**config.mk**
```make
export PLATFORM = sky130hd
export DESIGN_NAME = mem_port_arbiter_flat
export DESIGN_NICKNAME = d
export VERILOG_FILES = /design/src/rtl/mem_port_arbiter_pkg.sv /design/src/rtl/mem_port_arbiter_if.sv /design/src/rtl/mem_arb_pick.sv /design/src/rtl/mem_port_arbiter.sv /design/src/flat_wrapper.sv
export SDC_FILE = /design/constraint.sdc
export NUM_CORES = 1
export LEC_CHECK = 0
export ABC_AREA = 0
export BUFFER_PORTS_ARGS = -buffer_cell sky130_fd_sc_hd__buf_4
export CAP_MARGIN = 30
export CELL_PAD_IN_SITES_DETAIL_PLACEMENT = 0
export CELL_PAD_IN_SITES_GLOBAL_PLACEMENT = 2
export CORE_MARGIN = 4
export CORE_UTILIZATION = 21
export DETAILED_ROUTE_END_ITERATION = 8
export GPL_ROUTABILITY_DRIVEN = 0
export PLACE_DENSITY = 0.88
export SYNTH_ARGS = -nofsm -noshare
export SYNTH_HDL_FRONTEND = slang
export SYNTH_SLANG_ARGS = --single-unit
```
**constraint.sdc**
```tcl
create_clock -name clk -period 2.12 [get_ports clk]
set_input_delay 0 -clock clk [delete_from_list [all_inputs] [get_ports clk]]
set_output_delay 0 -clock clk [all_outputs]
set_load 0.02 [all_outputs]
```
**src/rtl/mem_port_arbiter_pkg.sv**
```systemverilog
// Shared types for the memory port arbiter.
//   mem_arb_state_t   : arbiter FSM states
//   mem_arb_op_t      : latched downstream operation
//   MEM_ARB_WDOG_BITS : width of the busy-cycle watchdog counter
package rv32i_types;

  typedef enum logic [1:0] {
    IDLE   = 2'd0,
    BUSY_I = 2'd1,
    BUSY_D = 2'd2
  } mem_arb_state_t;

  typedef enum logic {
    rd = 1'b0,
    wr = 1'b1
  } mem_arb_op_t;

  localparam int MEM_ARB_WDOG_BITS = 8;

endpackage

```
**src/rtl/mem_port_arbiter_if.sv**
```systemverilog
// Bundle of the fetch, data and downstream memory handshakes around the
// arbiter.
//   slave  : arbiter view (takes requests, drives responses and m_*)
//   master : environment view (cores and memory model)
interface mem_port_arbiter_if;
  logic        i_read;
  logic [31:0] i_addr;
  logic [31:0] i_rdata;
  logic        i_resp;
  logic        d_read;
  logic        d_write;
  logic [31:0] d_addr;
  logic [31:0] d_wdata;
  logic [3:0]  d_mbe;
  logic [31:0] d_rdata;
  logic        d_resp;
  logic        m_read;
  logic        m_write;
  logic [31:0] m_addr;
  logic [31:0] m_wdata;
  logic [3:0]  m_mbe;
  logic [31:0] m_rdata;
  logic        m_resp;

  modport slave (
    input  i_read, i_addr, d_read, d_write, d_addr, d_wdata, d_mbe,
    input  m_rdata, m_resp,
    output i_rdata, i_resp, d_rdata, d_resp,
    output m_read, m_write, m_addr, m_wdata, m_mbe
  );

  modport master (
    output i_read, i_addr, d_read, d_write, d_addr, d_wdata, d_mbe,
    output m_rdata, m_resp,
    input  i_rdata, i_resp, d_rdata, d_resp,
    input  m_read, m_write, m_addr, m_wdata, m_mbe
  );
endinterface

```
**src/rtl/mem_arb_pick.sv**
```systemverilog
// Combinational grant selector: data first, unless fetch has been starved
// for a full streak of data grants.
//   i_read      : fetch request
//   d_req       : data request (load or store)
//   streak_full : data has won MAX_STREAK contested grants in a row
//   grant_i/d   : one-hot (or none) grant
module mem_arb_pick (
  input  logic i_read,
  input  logic d_req,
  input  logic streak_full,
  output logic grant_i,
  output logic grant_d
);

  assign grant_d = d_req & (~i_read | ~streak_full);
  assign grant_i = i_read & (~d_req | streak_full);

endmodule

```
**src/rtl/mem_port_arbiter.sv**
```systemverilog
// Shares one memory port between fetch and data requesters. The winning
// request is latched at grant and held on m_* until m_resp, which is routed
// combinationally back to the owner.
//   clk, rst     : clock, asynchronous active-high reset
//   bus          : fetch/data/memory handshakes (slave view)
//   busy         : FSM not IDLE
//   timeout_err  : sticky watchdog flag
module mem_port_arbiter
  import rv32i_types::*;
#(
  parameter int unsigned MAX_STREAK = 4,
  parameter int unsigned TIMEOUT    = 255
) (
  input  logic                clk,
  input  logic                rst,
  mem_port_arbiter_if.slave   bus,
  output logic                busy,
  output logic                timeout_err
);

  localparam int STREAK_W = 4;
  localparam int WDOG_W   = MEM_ARB_WDOG_BITS;
  localparam logic [WDOG_W-1:0] TMO = WDOG_W'(TIMEOUT);

  localparam logic [1:0] ST_IDLE   = IDLE;
  localparam logic [1:0] ST_BUSY_I = BUSY_I;
  localparam logic [1:0] ST_BUSY_D = BUSY_D;

  logic [1:0]          state_q, state_d;
  logic [31:0]         addr_q, addr_d;
  logic [31:0]         wdata_q, wdata_d;
  logic [3:0]          mbe_q, mbe_d;
  mem_arb_op_t         op_q, op_d;
  logic [STREAK_W-1:0] streak_q, streak_d;
  logic [WDOG_W-1:0]   wdog_q, wdog_d;
  logic                err_q, err_d;

  logic d_req, streak_full, grant_i, grant_d;

  assign d_req       = bus.d_read | bus.d_write;
  assign streak_full = (streak_q == STREAK_W'(MAX_STREAK));

  mem_arb_pick u_pick (
    .i_read      (bus.i_read),
    .d_req       (d_req),
    .streak_full (streak_full),
    .grant_i     (grant_i),
    .grant_d     (grant_d)
  );

  always_comb begin
    state_d  = state_q;
    addr_d   = addr_q;
    wdata_d  = wdata_q;
    mbe_d    = mbe_q;
    op_d     = op_q;
    streak_d = streak_q;
    wdog_d   = wdog_q;
    err_d    = err_q;
    case (state_q)
      ST_IDLE: begin
        if (grant_i) begin
          state_d  = ST_BUSY_I;
          addr_d   = bus.i_addr;
          wdata_d  = '0;
          mbe_d    = 4'hF;
          op_d     = rd;
          streak_d = '0;
          wdog_d   = '0;
        end else if (grant_d) begin
          state_d  = ST_BUSY_D;
          addr_d   = bus.d_addr;
          wdata_d  = bus.d_wdata;
          mbe_d    = bus.d_mbe;
          op_d     = bus.d_write ? wr : rd;
          // Only grants that made a waiting fetch lose count toward the streak.
          if (bus.i_read) begin
            if (!streak_full) streak_d = streak_q + 4'd1;
          end else begin
            streak_d = '0;
          end
          wdog_d   = '0;
        end
      end
      ST_BUSY_I, ST_BUSY_D: begin
        if (bus.m_resp) begin
          state_d = ST_IDLE;
        end else begin
          if (wdog_q != '1) wdog_d = wdog_q + 1'b1;
          // Flag raises on the same edge the counter reaches the limit.
          if ((TIMEOUT != 0) && (wdog_d == TMO)) err_d = 1'b1;
        end
      end
      default: state_d = ST_IDLE;
    endcase
  end

  always_ff @(posedge clk or posedge rst) begin
    if (rst) begin
      state_q  <= ST_IDLE;
      addr_q   <= '0;
      wdata_q  <= '0;
      mbe_q    <= '0;
      op_q     <= rd;
      streak_q <= '0;
      wdog_q   <= '0;
      err_q    <= 1'b0;
    end else begin
      state_q  <= state_d;
      addr_q   <= addr_d;
      wdata_q  <= wdata_d;
      mbe_q    <= mbe_d;
      op_q     <= op_d;
      streak_q <= streak_d;
      wdog_q   <= wdog_d;
      err_q    <= err_d;
    end
  end

  assign busy        = (state_q != ST_IDLE);
  assign timeout_err = err_q;

  // Downstream port is driven purely from the latches while busy.
  assign bus.m_read  = busy && (op_q == rd);
  assign bus.m_write = busy && (op_q == wr);
  assign bus.m_addr  = busy ? addr_q  : '0;
  assign bus.m_wdata = busy ? wdata_q : '0;
  assign bus.m_mbe   = busy ? mbe_q   : '0;

  assign bus.i_resp  = (state_q == ST_BUSY_I) && bus.m_resp;
  assign bus.d_resp  = (state_q == ST_BUSY_D) && bus.m_resp;
  assign bus.i_rdata = bus.i_resp ? bus.m_rdata : '0;
  assign bus.d_rdata = bus.d_resp ? bus.m_rdata : '0;

endmodule

```
**src/flat_wrapper.sv**
```systemverilog
// flat-port wrapper written by rule: the top's interface ports become plain ports
module mem_port_arbiter_flat import rv32i_types::*;
#(
  parameter int unsigned MAX_STREAK = 4,
  parameter int unsigned TIMEOUT    = 255
)
  (clk, rst, busy, timeout_err, bus_i_read, bus_i_addr, bus_d_read, bus_d_write, bus_d_addr, bus_d_wdata, bus_d_mbe, bus_m_rdata, bus_m_resp, bus_i_rdata, bus_i_resp, bus_d_rdata, bus_d_resp, bus_m_read, bus_m_write, bus_m_addr, bus_m_wdata, bus_m_mbe);
  mem_port_arbiter_if bus_i ();
  input  logic clk;
  input  logic rst;
  output logic busy;
  output logic timeout_err;
  input wire logic [$bits(bus_i.i_read)-1:0] bus_i_read;
  input wire logic [$bits(bus_i.i_addr)-1:0] bus_i_addr;
  input wire logic [$bits(bus_i.d_read)-1:0] bus_d_read;
  input wire logic [$bits(bus_i.d_write)-1:0] bus_d_write;
  input wire logic [$bits(bus_i.d_addr)-1:0] bus_d_addr;
  input wire logic [$bits(bus_i.d_wdata)-1:0] bus_d_wdata;
  input wire logic [$bits(bus_i.d_mbe)-1:0] bus_d_mbe;
  input wire logic [$bits(bus_i.m_rdata)-1:0] bus_m_rdata;
  input wire logic [$bits(bus_i.m_resp)-1:0] bus_m_resp;
  output wire logic [$bits(bus_i.i_rdata)-1:0] bus_i_rdata;
  output wire logic [$bits(bus_i.i_resp)-1:0] bus_i_resp;
  output wire logic [$bits(bus_i.d_rdata)-1:0] bus_d_rdata;
  output wire logic [$bits(bus_i.d_resp)-1:0] bus_d_resp;
  output wire logic [$bits(bus_i.m_read)-1:0] bus_m_read;
  output wire logic [$bits(bus_i.m_write)-1:0] bus_m_write;
  output wire logic [$bits(bus_i.m_addr)-1:0] bus_m_addr;
  output wire logic [$bits(bus_i.m_wdata)-1:0] bus_m_wdata;
  output wire logic [$bits(bus_i.m_mbe)-1:0] bus_m_mbe;
  assign bus_i.i_read = bus_i_read;
  assign bus_i.i_addr = bus_i_addr;
  assign bus_i.d_read = bus_d_read;
  assign bus_i.d_write = bus_d_write;
  assign bus_i.d_addr = bus_d_addr;
  assign bus_i.d_wdata = bus_d_wdata;
  assign bus_i.d_mbe = bus_d_mbe;
  assign bus_i.m_rdata = bus_m_rdata;
  assign bus_i.m_resp = bus_m_resp;
  assign bus_i_rdata = bus_i.i_rdata;
  assign bus_i_resp = bus_i.i_resp;
  assign bus_d_rdata = bus_i.d_rdata;
  assign bus_d_resp = bus_i.d_resp;
  assign bus_m_read = bus_i.m_read;
  assign bus_m_write = bus_i.m_write;
  assign bus_m_addr = bus_i.m_addr;
  assign bus_m_wdata = bus_i.m_wdata;
  assign bus_m_mbe = bus_i.m_mbe;
  mem_port_arbiter #(.MAX_STREAK(MAX_STREAK), .TIMEOUT(TIMEOUT)) u_core (.clk(clk), .rst(rst), .bus(bus_i), .busy(busy), .timeout_err(timeout_err));
endmodule
```
======== Yosys cells after proc, flatten, opt, wreduce, memory -nomap -nowiden ========
Cells that the tools add are included.
storage, ports and cells
  bits in registers ....................... 84
  input port bits ......................... 138
  output and inout port bits .............. 138
  word-level logic and storage cells ...... 72
cells by class
  add/sub/neg operators ................... 2
  equality and inequality tests ........... 9
  mux-type cells .......................... 29
  bitwise logic cells ..................... 10
  reduce and logical (&&, ||, !) cells .... 14
operator list
  operator             number
  $mux 32              8
  $mux 8               6
  $mux 4               7
  $pmux 8 s2           1
  $reduce_and 3->1     3
  $add 8x1->8 const B  1
  $eq 8x8->1 const B   1
  $ne 8x8->1 const B   1
  $mux 2               3
  $reduce_bool 2->1    3
  $not 1->1            5
  $add 4x1->4 const B  1
  $eq 4x3->1 const B   1
  $logic_and 1x1->1    4
  $ne 2x2->1 const B   2
  $pmux 2 s2           1
  $reduce_and 2->1     2
  $mux 1               3
  $ne 3x1->1 const B   1
  $ne 3x2->1 const B   1
  $or 1x1->1           3
  $and 1x1->1          2
  $eq 2x1->1 const B   1
  $eq 2x2->1 const B   1
  other kinds (2)      2

======== Logic depth before layout (Yosys ltp) ========
  depth after elaboration ................. 7
  gate-level depth with buffers ........... 9
  depth with buffers taken out ............ 6

======== By module ========
Synthesis repeated with hierarchy kept, for this count alone.
unflattened totals
  cells, all modules ...................... 487
  area total of the unflattened synthesis .. 4650.7 um^2
modules (own cells, without submodules)
  module            instances  cells an instance  area each (um^2)  sequential area each (um^2)
  mem_port_arbiter  1          484                4631.9            2102.0
  mem_arb_pick      1          3                  18.8              0.0

======== Least setup slack after synthesis ========
OpenSTA, ideal clock, no wires.
  kind .................................... register -> register
  start ................................... reg u_core.state_q[0]
  end ..................................... reg u_core.streak_q[2]
  setup time .............................. 121 ps
  arrival ................................. 1492 ps
  data required time ...................... 1999 ps
  slack ................................... 507 ps
  cell stages (with the launch flop) ...... 9
  path buffers ............................ 2
  clock period less this slack ............ 1613 ps
  cells stage by stage .................... dfrtp_1 inv_1 ha_1 buf_2 inv_2 a21oi_4 buf_4 o41ai_1 a22o_1
on the way
  longest elaborated chain between the ends .. 2
RTL lines
  item                               line                     RTL
  start, declared                    mem_port_arbiter.sv:29   logic [1:0] state_q, state_d;
  start signal, assigned             mem_port_arbiter.sv:109  state_q <= state_d;
  $logic_not 2->1                    mem_port_arbiter.sv:60   case (state_q)
  $reduce_and 3->1 (no source line)  --
  end signal, assigned               mem_port_arbiter.sv:114  streak_q <= streak_d;
  end, declared                      mem_port_arbiter.sv:34   logic [STREAK_W-1:0] streak_q, streak_d;
Every way passes these cells.
A chain may end at the register's enable or synchronous reset.

======== Worst setup path after layout ========
  start ................................... reg u_core.state_q[1]
  end ..................................... out bus_m_addr[5]
on the way
  longest elaborated chain between the ends .. 2
RTL lines
  item               line                     RTL
  $reduce_bool 2->1  mem_port_arbiter.sv:120  assign busy = (state_q != ST_IDLE);
  $mux 32            mem_port_arbiter.sv:126  assign bus.m_addr = busy ? addr_q : '0;
  end, declared      flat_wrapper.sv:28       output wire logic [$bits(bus_i.m_addr)-1:0] bus_m_addr;
Every way passes these cells.

==> impl_metrics.csv <==
group,metric,value,unit
timing,finalWorstPathRequiredPeriod,1840,ps
cells_and_area,nFillCells,2352,
logic_synthesis,yosysTopAreaCell,"dfrtp_1",
timing,fmax,543,MHz
global_routing,grt_pass1_vias,5488,
timing,slew_headroom,0.526,
setup_path,crit_slowest_cell,"buf_4",
timing,final.setup.tns,0,ps
cells_and_area,final-seq-area,2100,µm²
global_routing,grt_pass1_wl,28.1,mm
logic_synthesis,yosys_most_used_dff,"dfrtp_1",
die,start_util,0.214,
cells_and_area,multi_input_area,2510,µm²
cells_and_area,diodes,0,
setup_path,cpMostUsedCell,"buf_4",
timing,hold_violations,0,
global_routing,grt_max_degree,69,
die,pin_count,276,
die,die_y,161,µm
logic_synthesis,ys_warn_count,0,
setup_path,path_max_fanout,40,
die,die_area,25800,µm²
drt,vias,5493,
cells_and_area,layout-drive-gt1-share,0.330,
drt,ant_nets,0,
min_path,hold_class,"primary input to register",
clock_network,htree_levels,3,
logic_synthesis,synth_edf_count,0,
global_routing,grt_use_total,0.133,
setup_path,cp.required,2120,ps
place,place.port_buffers,275,
logic_synthesis,syn_inst,603,
drt,route.detailed.drc,0,
clock_network,cts_sinks,84,
die,core_area,22800,µm²
die,die_w,161,µm
timing,fin_crit_sh,0.868,
setup_path,crit_path_end_kind,"output pin",
logic_synthesis,async_flop_share,1.00,
timing,fin_skew,11.5,ps
place,dp_hpwl,12.8,mm
timing,rsz0062_at_grt,"false",
drt,wire_per_inst,14.1,µm
logic_synthesis,synth_top_area_frac,0.430,
power,p_leak,4.36,nW
logic_synthesis,ys_top_cells_by_area,"dfrtp_1, nand2_1, nor2b_1",
logic_synthesis,syn_area,4880,µm²
drt,viasPerCell,4.32,
setup_path,ff2ff_setup_slack,300,ps
clock_network,clkTransAtPathRegs,70,ps
logic_synthesis,synth-seq-area-share,0.430,
clock_network,cts_buffers,9,
cells_and_area,num-nets-final,1099,
power,p_per_area,1120,nW/µm²
global_routing,grt_overflow_total,0,
clock_network,cts_tree,"done",
timing,setup_viol,0,
power,ir_drop,0.494,mV
setup_path,crit_type,"register to output pin",
setup_path,path_cells,"inv_1, ha_2, buf_4, nor2b_1, buf_4",
logic_synthesis,synth.avg_cell_area,8.10,µm²
setup_path,critPathMaxStageDelay,420,ps
place,place_inst,1154,
logic_synthesis,synthesis.nets,748,
timing,worstMarginPinSlew,710,ps
clock_network,cts_buffer_depth,2,
clock_network,worstSkewPairLatency,340,ps
run,max_cap_violations,0,
logic_synthesis,synth-seq-cells,84,
setup_path,start_kind,"register",
timing,slew_viol_final,0,
drt,routed_wl,18.0,mm
cells_and_area,finalNonFillerCells,1272,
die,num_rows,55,
logic_synthesis,ys_types,51,
clock_network,postCtsResizedCells,0,
setup_path,arrival,1840,ps
drt,drtIter0Drc,360,
drt,first_pass_iters,4,
outcome,status,"completed",
global_routing,antenna_found_initial,0,
clock_network,root_buffer,"clkbuf_16",
cells_and_area,synthToLayoutAreaGrowth,76.1,%
==> placed cells by master (no fill, tap or decap), drive strengths merged, types with 3 or more instances in the layout <==
cell type / Yosys / routed
buf: 30 / 289
nand2: 143 / 143
dlygate4sd3: 0 / 102
dfrtp: 84 / 84
nor2b: 69 / 69
and3: 66 / 66
nor2: 39 / 39
nand3: 38 / 38
a31oi: 34 / 34
clkbuf: 21 / 12
o21ai: 11 / 11
a21oi: 10 / 10
inv: 11 / 10
ha: 7 / 7
and2: 4 / 4
nand2b: 3 / 3
a32o: 3 / 3
clkinvlp: 0 / 3
==> state kept, by name, summed over array words and instances (netlist names) <==
name,cells
u_core.wdog_q,8
u_core.state_q,2
u_core.timeout_err,1
u_core.op_q,1
u_core.addr_q,32
u_core.wdata_q,32
u_core.streak_q,4
u_core.mbe_q,4
==> report_power, final <==
group	switching, mW	internal, mW
clock network	0.660	0.914
registers	0.335	2.30
logic	3.13	2.28
==> area by class of cell <==
class / instances / share of cell area
Clock inverter: 4 / 0.00582
Inverter: 11 / 0.00524
Tap cell: 313 / 0.0455
Clock buffer: 12 / 0.0275
Timing Repair Buffer: 391 / 0.380
Sequential cell: 84 / 0.244
Multi-Input combinational cell: 457 / 0.292
==> cell families (layout without fill, tap and decap cells) <==
| logic type | after synthesis | count (layout) | synth area share |
|---|---|---|---|
| compound gates | 72 | 72 | 0.0981 |
| xor+xnor | 1 | 1 | 0.00179 |
| fa+ha+maj | 7 | 7 | 0.0179 |
| buf+inv | 62 | 418 | 0.0607 |
| flops | 84 | 84 | 0.430 |
| mux | 2 | 2 | 0.00410 |
| simple gates | 375 | 375 | 0.387 |
==> routing by layer <==
metal	GRT usage	vias to the layer above	share of wire
met5	0	-	0
met4	0.0418	0	0.020
met3	0.0429	20	0.090
met2	0.242	216	0.50
met1	0.147	2527	0.39
li1	-	2730	-
==> critical path: cells and delay by family (launching register included) <==
kind / cells / cell delay [ps]
AND/OR/NAND/NOR: 1 / 110
flip-flops: 1 / 410
buffers and inverters: 3 / 690
adder cells (fa/ha/maj): 1 / 250
==> through the flow <==
| step | power (mW) | utilization | worst slack [ps] | hold WS [ps] | instance area (µm²) |
|---|---|---|---|---|---|
| 2_1_floorplan | 5.83 | - | 507 | 131 | 4890 |
| 5_1_grt | 10.4 | 0.378 | 143 | 106 | 8600 |
| 3_5_place_dp | 8.02 | 0.320 | 297 | 160 | 7290 |
| 6_report | 9.62 | 0.378 | 279 | 90.8 | 8600 |
| 4_1_cts | 9.78 | 0.378 | 233 | 85.3 | 8600 |
| 3_3_place_gp | 7.99 | 0.320 | 360 | 156 | 7290 |
==> cell usage after synthesis, drive strengths merged (10+ instances only) <==
master	count
and3	66
dfrtp	84
nand2	143
a31oi	34
inv	11
clkbuf	21
nor2b	69
nor2	39
nand3	38
buf	30
a21oi	10
o21ai	11
==> path summary, 6_finish.rpt <==
path / startpoint / to / depth (start not counted)
worst max register to register: u_core.state_q[1]$_DFFE_PP0P_ / u_core.wdog_q[0]$_DFFE_PP0P_ / 7
worst max-delay path: u_core.state_q[1]$_DFFE_PP0P_ / bus_m_addr[5] / 5
worst min-delay path: bus_d_read / u_core.wdata_q[11]$_DFFE_PP0P_ / 4
worst min register to register: u_core.wdata_q[11]$_DFFE_PP0P_ / u_core.wdata_q[11]$_DFFE_PP0P_ / 2
max in group asynchronous: rst / u_core.addr_q[21]$_DFFE_PP0P_ / 4
min in group asynchronous: rst / u_core.wdata_q[30]$_DFFE_PP0P_ / 3
==> repair_timing <==
| item | 4_1_cts | 5_1_grt |
|---|---|---|
| hold buffers | 102 | 0 |
| endpoints found under the hold margin | 94 | 0 |
| buffers inserted | 0 | 0 |
| setup endpoints to repair | 0 | 0 |
(Power assumes the default switching activity.)
